==> src/rtl/ssm_fp16_pkg.sv <==
// rtl/ssm_fp16_pkg.sv - FP16 constants, scheduler FIFO entry types and exp-argument clamp helper
package ssm_fp16_pkg;

  localparam int FP16_W = 16;
  localparam int TAG_W  = 4;

  localparam logic [15:0] FP16_ONE     = 16'h3C00;
  localparam logic [15:0] FP16_LN2     = 16'h398C;
  localparam logic [15:0] FP16_INV_LN2 = 16'h3DC5;
  localparam logic [15:0] FP16_NEG16   = 16'hCC00;
  localparam logic [15:0] FP16_HALF    = 16'h3800;

  typedef struct packed {
    logic [FP16_W-1:0] a;
    logic [TAG_W-1:0]  tag;
  } a_ent_t;

  typedef struct packed {
    logic [FP16_W-1:0] dt;
    logic [TAG_W-1:0]  tag;
  } dt_ent_t;

  typedef struct packed {
    logic [FP16_W-1:0] dt;
    logic [FP16_W-1:0] da;
    logic [TAG_W-1:0]  tag;
  } out_ent_t;

  // Negative values with |x| >= 16 (including -inf) saturate to -16; NaN payloads are above 15'h7C00.
  function automatic logic [15:0] clamp_exp_arg(input logic [15:0] x);
    if (x[15] && (x[14:0] >= 15'h4C00) && (x[14:0] <= 15'h7C00))
      return FP16_NEG16;
    return x;
  endfunction

endpackage

==> src/rtl/fp16_mul.sv <==
// rtl/fp16_mul.sv - pipelined FP16 multiplier, round-to-nearest-even, subnormals flushed to zero
module fp16_mul #(
  parameter int LAT = 1
) (
  input  logic        clk,
  input  logic        rstn,
  input  logic        valid_i,
  input  logic [15:0] a_i,
  input  logic [15:0] b_i,
  output logic        valid_o,
  output logic [15:0] p_o
);

  logic              sign;
  logic [4:0]        ea, eb;
  logic [9:0]        ma, mb;
  logic              a_nan, b_nan, a_inf, b_inf, a_zero, b_zero;
  logic [21:0]       prod;
  logic signed [7:0] e;
  logic [9:0]        mant;
  logic              guard, sticky, carry;
  logic [9:0]        mant_r;
  logic [15:0]       p_comb;

  always_comb begin
    sign   = a_i[15] ^ b_i[15];
    ea     = a_i[14:10];
    eb     = b_i[14:10];
    ma     = a_i[9:0];
    mb     = b_i[9:0];
    a_nan  = (ea == 5'h1F) && (ma != 10'd0);
    b_nan  = (eb == 5'h1F) && (mb != 10'd0);
    a_inf  = (ea == 5'h1F) && (ma == 10'd0);
    b_inf  = (eb == 5'h1F) && (mb == 10'd0);
    a_zero = (ea == 5'd0);
    b_zero = (eb == 5'd0);
    prod   = {1'b1, ma} * {1'b1, mb};
    e      = $signed({3'b000, ea}) + $signed({3'b000, eb}) - 8'sd15;
    if (prod[21]) begin
      mant   = prod[20:11];
      guard  = prod[10];
      sticky = |prod[9:0];
      e      = e + 8'sd1;
    end else begin
      mant   = prod[19:10];
      guard  = prod[9];
      sticky = |prod[8:0];
    end
    {carry, mant_r} = {1'b0, mant} + {10'd0, guard & (sticky | mant[0])};
    if (carry)
      e = e + 8'sd1;
    if (a_nan || b_nan || (a_inf && b_zero) || (b_inf && a_zero))
      p_comb = 16'h7E00;
    else if (a_inf || b_inf)
      p_comb = {sign, 5'h1F, 10'd0};
    else if (a_zero || b_zero)
      p_comb = {sign, 15'd0};
    else if (e >= 8'sd31)
      p_comb = {sign, 5'h1F, 10'd0};
    else if (e <= 8'sd0)
      p_comb = {sign, 15'd0};
    else
      p_comb = {sign, e[4:0], mant_r};
  end

  logic [LAT-1:0] vld_q;
  logic [15:0]    p_q [LAT];

  always_ff @(posedge clk or negedge rstn) begin
    if (!rstn) begin
      vld_q <= '0;
    end else begin
      vld_q[0] <= valid_i;
      for (int i = 1; i < LAT; i++)
        vld_q[i] <= vld_q[i-1];
    end
  end

  always_ff @(posedge clk) begin
    p_q[0] <= p_comb;
    for (int i = 1; i < LAT; i++)
      p_q[i] <= p_q[i-1];
  end

  assign valid_o = vld_q[LAT-1];
  assign p_o     = p_q[LAT-1];

endmodule

==> src/rtl/ssm_dt_da_scheduler_fifo.sv <==
// rtl/ssm_dt_da_scheduler_fifo.sv - first-word-fall-through synchronous FIFO (dtda_sync_fifo)
module dtda_sync_fifo #(
  parameter int WIDTH = 20,
  parameter int DEPTH = 16
) (
  input  logic             clk,
  input  logic             rstn,
  input  logic             push_i,
  input  logic [WIDTH-1:0] wdata_i,
  input  logic             pop_i,
  output logic [WIDTH-1:0] rdata_o,
  output logic             full_o,
  output logic             empty_o
);

  localparam int PW = $clog2(DEPTH);

  logic [WIDTH-1:0] mem_q [DEPTH];
  logic [PW-1:0]    wr_q, rd_q;
  logic [PW:0]      cnt_q;
  logic             do_push, do_pop;

  assign full_o  = (cnt_q == (PW+1)'(DEPTH));
  assign empty_o = (cnt_q == '0);
  assign do_push = push_i & ~full_o;
  assign do_pop  = pop_i & ~empty_o;
  assign rdata_o = mem_q[rd_q];

  always_ff @(posedge clk or negedge rstn) begin
    if (!rstn) begin
      wr_q  <= '0;
      rd_q  <= '0;
      cnt_q <= '0;
    end else begin
      if (do_push)
        wr_q <= wr_q + PW'(1);
      if (do_pop)
        rd_q <= rd_q + PW'(1);
      if (do_push && !do_pop)
        cnt_q <= cnt_q + (PW+1)'(1);
      else if (do_pop && !do_push)
        cnt_q <= cnt_q - (PW+1)'(1);
    end
  end

  always_ff @(posedge clk) begin
    if (do_push)
      mem_q[wr_q] <= wdata_i;
  end

endmodule

==> src/rtl/ssm_dt_da_scheduler.sv <==
// rtl/ssm_dt_da_scheduler.sv - feeds dt_raw/dt*A through the shared softplus/exp unit, emits (dt, dA) pairs in order
// Build option SSM_DTDA_CLAMP_EN: saturate large negative exp arguments to -16.0.
module ssm_dt_da_scheduler
  import ssm_fp16_pkg::*;
#(
  parameter int DW      = 16,
  parameter int TW      = 4,
  parameter int DEPTH   = 16,
  parameter int LAT_MUL = 1
) (
  input  logic          clk,
  input  logic          rstn,
  input  logic          in_valid,
  output logic          in_ready,
  input  logic [DW-1:0] in_dt_i,
  input  logic [DW-1:0] in_A_i,
  input  logic [TW-1:0] in_tag_i,
  output logic          sp_valid_o,
  output logic          sp_mode_o,
  output logic [DW-1:0] sp_x_o,
  input  logic [DW-1:0] sp_y_S_i,
  input  logic          sp_valid_S_i,
  input  logic [DW-1:0] sp_y_e_i,
  input  logic          sp_valid_e_i,
  output logic          out_valid,
  input  logic          out_ready,
  output logic [DW-1:0] out_dt_o,
  output logic [DW-1:0] out_dA_o,
  output logic [TW-1:0] out_tag_o
);

  localparam int CW = $clog2(DEPTH) + 1;

  logic [CW-1:0] credit_q, credit_d;
  logic          alive_q;
  logic          sp_valid_q, sp_valid_d;
  logic          sp_mode_q, sp_mode_d;
  logic [DW-1:0] sp_x_q, sp_x_d;
  logic          err_q, err_d;

  logic          accept, sp_fire, e_fire, out_pop;
  logic          exp_req;
  logic [DW-1:0] mul_p, exp_arg;
  logic          a_full, a_empty, dt_full, dt_empty, out_full, out_empty;
  a_ent_t        a_wr, a_head;
  dt_ent_t       dt_wr, dt_head;
  out_ent_t      out_wr, out_head;

  // exp re-issue outranks new heads, so the unit never sees two requests in a cycle
  assign in_ready = alive_q & (credit_q != '0) & ~exp_req;
  assign accept   = in_valid & in_ready;
  assign sp_fire  = sp_valid_S_i & ~a_empty;
  assign e_fire   = sp_valid_e_i & ~dt_empty;
  assign out_pop  = out_valid & out_ready;

  assign a_wr   = '{a: in_A_i, tag: in_tag_i};
  assign dt_wr  = '{dt: sp_y_S_i, tag: a_head.tag};
  assign out_wr = '{dt: dt_head.dt, da: sp_y_e_i, tag: dt_head.tag};

  dtda_sync_fifo #(.WIDTH($bits(a_ent_t)), .DEPTH(DEPTH)) u_a_fifo (
    .clk(clk), .rstn(rstn), .push_i(accept), .wdata_i(a_wr), .pop_i(sp_fire),
    .rdata_o(a_head), .full_o(a_full), .empty_o(a_empty)
  );

  dtda_sync_fifo #(.WIDTH($bits(dt_ent_t)), .DEPTH(DEPTH)) u_dt_fifo (
    .clk(clk), .rstn(rstn), .push_i(sp_fire), .wdata_i(dt_wr), .pop_i(e_fire),
    .rdata_o(dt_head), .full_o(dt_full), .empty_o(dt_empty)
  );

  dtda_sync_fifo #(.WIDTH($bits(out_ent_t)), .DEPTH(DEPTH)) u_out_fifo (
    .clk(clk), .rstn(rstn), .push_i(e_fire), .wdata_i(out_wr), .pop_i(out_pop),
    .rdata_o(out_head), .full_o(out_full), .empty_o(out_empty)
  );

  fp16_mul #(.LAT(LAT_MUL)) u_mul (
    .clk(clk), .rstn(rstn), .valid_i(sp_fire), .a_i(sp_y_S_i), .b_i(a_head.a),
    .valid_o(exp_req), .p_o(mul_p)
  );

`ifdef SSM_DTDA_CLAMP_EN
  assign exp_arg = clamp_exp_arg(mul_p);
`else
  assign exp_arg = mul_p;
`endif

  always_comb begin
    credit_d   = credit_q;
    sp_valid_d = 1'b0;
    sp_mode_d  = sp_mode_q;
    sp_x_d     = sp_x_q;
    if (accept && !out_pop)
      credit_d = credit_q - CW'(1);
    else if (out_pop && !accept)
      credit_d = credit_q + CW'(1);
    if (exp_req) begin
      sp_valid_d = 1'b1;
      sp_mode_d  = 1'b0;
      sp_x_d     = exp_arg;
    end else if (accept) begin
      sp_valid_d = 1'b1;
      sp_mode_d  = 1'b1;
      sp_x_d     = in_dt_i;
    end
    err_d = err_q | (sp_valid_S_i & a_empty) | (sp_valid_e_i & dt_empty)
          | (accept & a_full) | (sp_fire & dt_full) | (e_fire & out_full);
  end

  always_ff @(posedge clk or negedge rstn) begin
    if (!rstn) begin
      credit_q   <= CW'(DEPTH);
      alive_q    <= 1'b0;
      sp_valid_q <= 1'b0;
      sp_mode_q  <= 1'b0;
      sp_x_q     <= '0;
      err_q      <= 1'b0;
    end else begin
      credit_q   <= credit_d;
      alive_q    <= 1'b1;
      sp_valid_q <= sp_valid_d;
      sp_mode_q  <= sp_mode_d;
      sp_x_q     <= sp_x_d;
      err_q      <= err_d;
    end
  end

  assign sp_valid_o = sp_valid_q;
  assign sp_mode_o  = sp_mode_q;
  assign sp_x_o     = sp_x_q;

  // FIFO storage is not reset, so the output port is forced to zero while empty
  assign out_valid = ~out_empty;
  assign out_dt_o  = out_valid ? out_head.dt  : '0;
  assign out_dA_o  = out_valid ? out_head.da  : '0;
  assign out_tag_o = out_valid ? out_head.tag : '0;

`ifndef SYNTHESIS
  always @(posedge clk)
    if (rstn)
      assert (!err_q);
`endif

endmodule

==> config.mk <==
export PLATFORM = sky130hd
export DESIGN_NAME = ssm_dt_da_scheduler
export DESIGN_NICKNAME = d
export VERILOG_FILES = /design/src/rtl/ssm_fp16_pkg.sv /design/src/rtl/fp16_mul.sv /design/src/rtl/ssm_dt_da_scheduler_fifo.sv /design/src/rtl/ssm_dt_da_scheduler.sv
export SDC_FILE = /design/constraint.sdc
export NUM_CORES = 2
export LEC_CHECK = 0
export ABC_CLOCK_PERIOD_IN_PS = 9500
export CORE_UTILIZATION = 50
export CTS_CLUSTER_SIZE = 24
export DETAILED_ROUTE_END_ITERATION = 8
export PLACE_DENSITY = 0.73
export SYNTH_ARGS = -nofsm -noshare
export SYNTH_HDL_FRONTEND = slang
export SYNTH_HIERARCHICAL = 1
export SYNTH_SLANG_ARGS = --single-unit
==> constraint.sdc <==
create_clock -name clk -period 9.5 [get_ports clk]
set_input_delay 1.9 -clock clk [delete_from_list [all_inputs] [get_ports clk]]
set_output_delay 1.9 -clock clk [all_outputs]
set_load 0.05 [all_outputs]
# Yosys cells after proc, flatten, opt, wreduce, memory -nomap -nowiden
# Memories as Yosys holds them, arrays and structs flattened.
# Cells that the tools add are included.
[word_totals]
regBits = 64
ram_bits = 1232
out_inout_bits = 56
word_cells = 145
n_memories = 4
[op_classes]
n_addsub = 19
n_mul = 1
order_cmp = 2
eq_ne = 5
n_mux = 33
bitwise_logic = 22
reduce_logical = 44
[mem_list]
columns = ["name", "depth", "width", "rd", "rd_clocked_by_memory_dff", "write_ports", "line_no", "source"]
rows = [
  ["u_out_fifo.mem_q", 16, 36, 1, 0, 1, "ssm_dt_da_scheduler_fifo.sv:18", "logic [WIDTH-1:0] mem_q [DEPTH];"],
  ["u_a_fifo.mem_q", 16, 20, 1, 0, 1, "ssm_dt_da_scheduler_fifo.sv:18", ""],
  ["u_dt_fifo.mem_q", 16, 20, 1, 0, 1, "ssm_dt_da_scheduler_fifo.sv:18", ""],
  ["u_mul.p_q", 1, 16, 1, 0, 1, "fp16_mul.sv:67", "logic [15:0] p_q [LAT];"],
]
[ops]
columns = ["operator", "count"]
rows = [
  ["$mux W16", 5],
  ["$mux W15", 4],
  ["$mux W5", 8],
  ["$eq A5 B5 Y1 const B", 5],
  ["$logic_not A5 Y1", 5],
  ["$add A4 B1 Y4 const B", 6],
  ["$mul A11 B11 Y22", 1],
  ["$add A5 B1 Y5 const B", 4],
  ["$logic_not A10 Y1", 2],
  ["$reduce_bool A10 Y1", 2],
  ["$sub A5 B1 Y5 const B", 4],
  ["$add A8 B2 Y8 const B", 2],
  ["$mux W8", 2],
  ["$logic_and A1 B1 Y1", 14],
  ["$and A1 B1 Y1", 13],
  ["$mux W1", 12],
  ["$add A10 B1 Y11", 1],
  ["$mux W10", 1],
  ["$reduce_bool A2 Y1", 5],
  ["$reduce_or A10 Y1", 1],
  ["$reduce_or A9 Y1", 1],
  ["$ge A8 B6 Y1 const B", 1],
  ["$le A8 B1 Y1 const B", 1],
  ["$logic_not A1 Y1", 8],
  ["8 further kinds", 18],
]

# Depth between registers and ports, before layout
# An unclocked memory read counts as a cell.
[depth]
depth_word = 14
mapped_depth = 39
mapped_depth_nobuf = 32

# Hierarchy
# Netlist, hierarchy kept.
[by_module_without_submodules]
columns = ["mod", "n_inst", "cells_each", "area_each_um2", "seq_area_each_um2"]
rows = [
  ["dtda_sync_fifo (u_a_fifo ...)", 2, 666, 13098.8, 9934.5],
  ["dtda_sync_fifo (u_out_fifo)", 1, 1123, 22907.0, 17621.9],
  ["fp16_mul", 1, 799, 6485.0, 345.3],
  ["ssm_dt_da_scheduler", 1, 189, 1725.4, 601.8],
]

# Worst setup path before layout
# OpenSTA, ideal clock, no wires.
[synth_timing]
path_type = "input to register"
from = "input sp_y_S_i[5]"
to = "memory u_mul.p_q[0][8]"
setup_ps = 100
t_arrival_ps = 9054
t_required_ps = 9400
path_slack_ps = 346
cell_stages = 29
path_cell_list = "clkbuf_1 > nand2_1 > fa_1 > inv_1 > fa_1 > fa_1 > fa_1 > inv_1 > fa_1 > inv_1 > ha_1 > buf_2 > a21o_1 > o211ai_1 > nand4_1 > nand2_1 > clkbuf_1 > nand2_1 > a21boi_0 > ha_1 > inv_1 > a2111oi_4 > nand4_2 > or4_4 > o31ai_4 > o311ai_1 > nand4bb_1 > buf_6 > a2111oi_4"
[synth_between]
elab_chain_len = 13
word_cells_on_any_way = 28
[synth_lines]
columns = ["item", "line_no", "source"]
rows = [
  ["start, declared", "ssm_dt_da_scheduler.sv:21", "input logic [DW-1:0] sp_y_S_i,"],
  ["$mul A11 B11 Y22", "fp16_mul.sv:37", "prod = {1'b1, ma} * {1'b1, mb};"],
  ["$reduce_or A10 Y1 or $reduce_or A9 Y1 (tied branches)", "fp16_mul.sv:42, fp16_mul.sv:47", ""],
  ["$mux W1", "fp16_mul.sv:39", "if (prod[21]) begin"],
  ["$or A1 B1 Y1", "fp16_mul.sv:49", "{carry, mant_r} = {1'b0, mant} + {10'd0, guard & (sticky | mant[0])};"],
  ["$and A1 B1 Y1", "fp16_mul.sv:49", ""],
  ["$add A10 B1 Y11", "fp16_mul.sv:49", ""],
  ["$mux W8", "fp16_mul.sv:50", "if (carry)"],
  ["$le A8 B1 Y1", "fp16_mul.sv:60", "else if (e <= 8'sd0)"],
  ["$mux W15", "fp16_mul.sv:60", ""],
  ["$mux W15", "fp16_mul.sv:58", "else if (e >= 8'sd31)"],
  ["$mux W15", "fp16_mul.sv:56", "else if (a_zero || b_zero)"],
  ["$mux W15", "fp16_mul.sv:54", "else if (a_inf || b_inf)"],
  ["$mux W16 *", "fp16_mul.sv:52", "if (a_nan || b_nan || (a_inf && b_zero) || (b_inf && a_zero))"],
  ["end, declared", "fp16_mul.sv:67", ""],
]
# Every way passes the cells marked *; elsewhere a longest branch is shown, timed or not.

==> run_results.csv <==
group,metric,value,unit
drt,final_antenna_net_count,0,
yosys,avgSynthCellArea,16.7,µm²
sta,tightest_slew,1.18,ns
placed_design,portBuffers,129,
clock_network,cts_tree,"built",
global_routing,antenna_found_initial,0,
floorplan,initial_core_util,50.7,%
yosys,syn_nets,3701,
job,maxCapViolCount,0,
clock_network,numCtsBuffers,133,
finish,final_nets,3904,
placed_design,post-place-ws,-0.143,ns
drt,drtIter0Drc,2572,
clock_network,path_clk_slew,0.06,ns
hold_path,hp-class,"reg -> reg",
worst_setup_path,crit_type,"reg -> reg",
finish,area_growth,13.4,%
drt,drcViolationCount,0,
floorplan,die_h,341,µm
drt,dr_total_vias,31571,
global_routing,grtUsageTotal,22.7,%
yosys,netlist_area,57300,µm²
sta,clock_skew,0.0492,ns
worst_setup_path,critPathMaxStageDelay,0.59,ns
clock_network,clk_latency,0.76,ns
worst_setup_path,crit_required,10.12,ns
sta,slew_violations,0,
drt,viasPerCell,6.01,
floorplan,dieArea,116000,µm²
sta,holdWs,0.479,ns
drt,wl_per_cell,25.0,µm
sta,setup-violations-final,0,
clock_network,cts_hold_buf,0,
drt,drt-pass1-iter-count,5,
yosys,yosys_warnings,6,
worst_setup_path,worstSetupStartpointType,"register",
global_routing,grt_pass1_wl,198,mm
yosys,syn_inst,3440,
sta,hold_viol,0,
drt,routed_wl,131,mm
floorplan,row_count,123,
worst_setup_path,endpoint_kind,"register",
worst_setup_path,cp.arrival,9.59,ns
clock_network,clockBufferDepth,3,
clock_network,ctsRootBufferMaster,"clkbuf_16",
sta,max_freq,111,MHz
placed_design,post-dp-hpwl,75.3,mm
sta,rsz0062_at_grt,"no",
run_status,status,"finished, final reports clean",
sta,setup_slack,0.529,ns
worst_setup_path,cp_max_fo,13,
global_routing,grt_overflow,0,
placed_design,gp_congestion,0.853,
sta,maxSlewHeadroom,21.4,%
floorplan,dieWidth,341,µm
sta,finalCritPeriodShare,94.4,%
floorplan,ios,130,
floorplan,coreArea,113000,µm²
worst_setup_path,cp_slowest_cell,"dfrtp_4",
finish,final_layout_size_suffix_gt1_share,16.8,%
global_routing,first_global_vias,32379,
sta,layout_min_cycle_time,8.97,ns
placed_design,place_inst,5001,
finish,final_util,57.5,%
finish,final_cells,5253,
clock_network,htree_levels,4,
clock_network,cts.sinks,1296,
global_routing,grt_max_degree,132,
critical path: cells and delay by family (launching register included):
family	cells	cell delay (ns)
fa+ha+maj	7	3.07
simple gates	9	2.07
flops	1	0.59
buf+inv	8	1.09
compound gates	8	1.75
mux	1	0.25
routing by layer:
metal,GRT usage [%],wire length (µm)
met1,29.2,51700
met2,39.4,67100
met3,3.49,8550
met4,7.76,3840
met5,0,0
registers in the layout, indices dropped and copies added, names as in the netlist, 4 cells and up:
register	cells
credit_q	5
sp_x_o	16
u_a_fifo/cnt_q	5
u_a_fifo/mem_q	320
u_a_fifo/rd_q	4
u_a_fifo/wr_q	4
u_dt_fifo/cnt_q	5
u_dt_fifo/mem_q	320
u_dt_fifo/rd_q	4
u_dt_fifo/wr_q	4
u_mul/p_q	16
u_out_fifo/cnt_q	5
u_out_fifo/mem_q	576
u_out_fifo/rd_q	4
u_out_fifo/wr_q	4
layout by cell type (no fill, tap or decap), drive strengths merged, types with 60 or more instances in the layout:
cell and count:
buf 122, a221oi 152, a22oi 76, mux2i 313, fa 85, mux4 152, o21ai 118, clkbuf 170
nor3 60, inv 159, clkdlybuf4s50 128, ha 102, nand2 213, nor2 91, edfxtp 1216, dfrtp 63
final timing paths:
path,endpoint,slack [ns],depth (start not counted),startpoint
worst max-delay path,u_mul/p_q[0][8],0.53,33,u_a_fifo/rd_q[0]
worst min-delay path,u_out_fifo/rd_q[2],0.48,1,u_out_fifo/rd_q[2]
worst max register to register,u_mul/p_q[0][8],0.53,33,u_a_fifo/rd_q[0]
worst min register to register,u_out_fifo/rd_q[2],0.48,1,u_out_fifo/rd_q[2]
max in group asynchronous,u_a_fifo/rd_q[0],7.47,2,rstn
min in group asynchronous,u_out_fifo/rd_q[3],1.07,1,rstn
cell type report:
type | count | area, µm²
Fill cell | 8378 | 48100
Clock buffer | 170 | 3540
Antenna cell | 3 | 7.51
Timing Repair Buffer | 250 | 2240
Clock inverter | 72 | 766
Tap cell | 1500 | 1880
Sequential cell | 1296 | 38500
Inverter | 151 | 567
Multi-Input combinational cell | 1811 | 17500
per-stage QoR:
stage	setup TNS [ns]	cell area [µm²]
4_1_cts	0	64900
3_3_place_gp	0	60600
5_1_grt	0	65000
2_1_floorplan	0	57300
3_5_place_dp	-1.15	60600
6_report	0	65000
repair_timing:
item | 4_1_cts | 5_1_grt
resized for setup | 0 | 5
buffers inserted | 0 | 7
endpoints found under the setup margin | 0 | 11
Power is not shown: default switching activity piles up to over one toggle a cycle in this logic, so the estimate is an artifact.
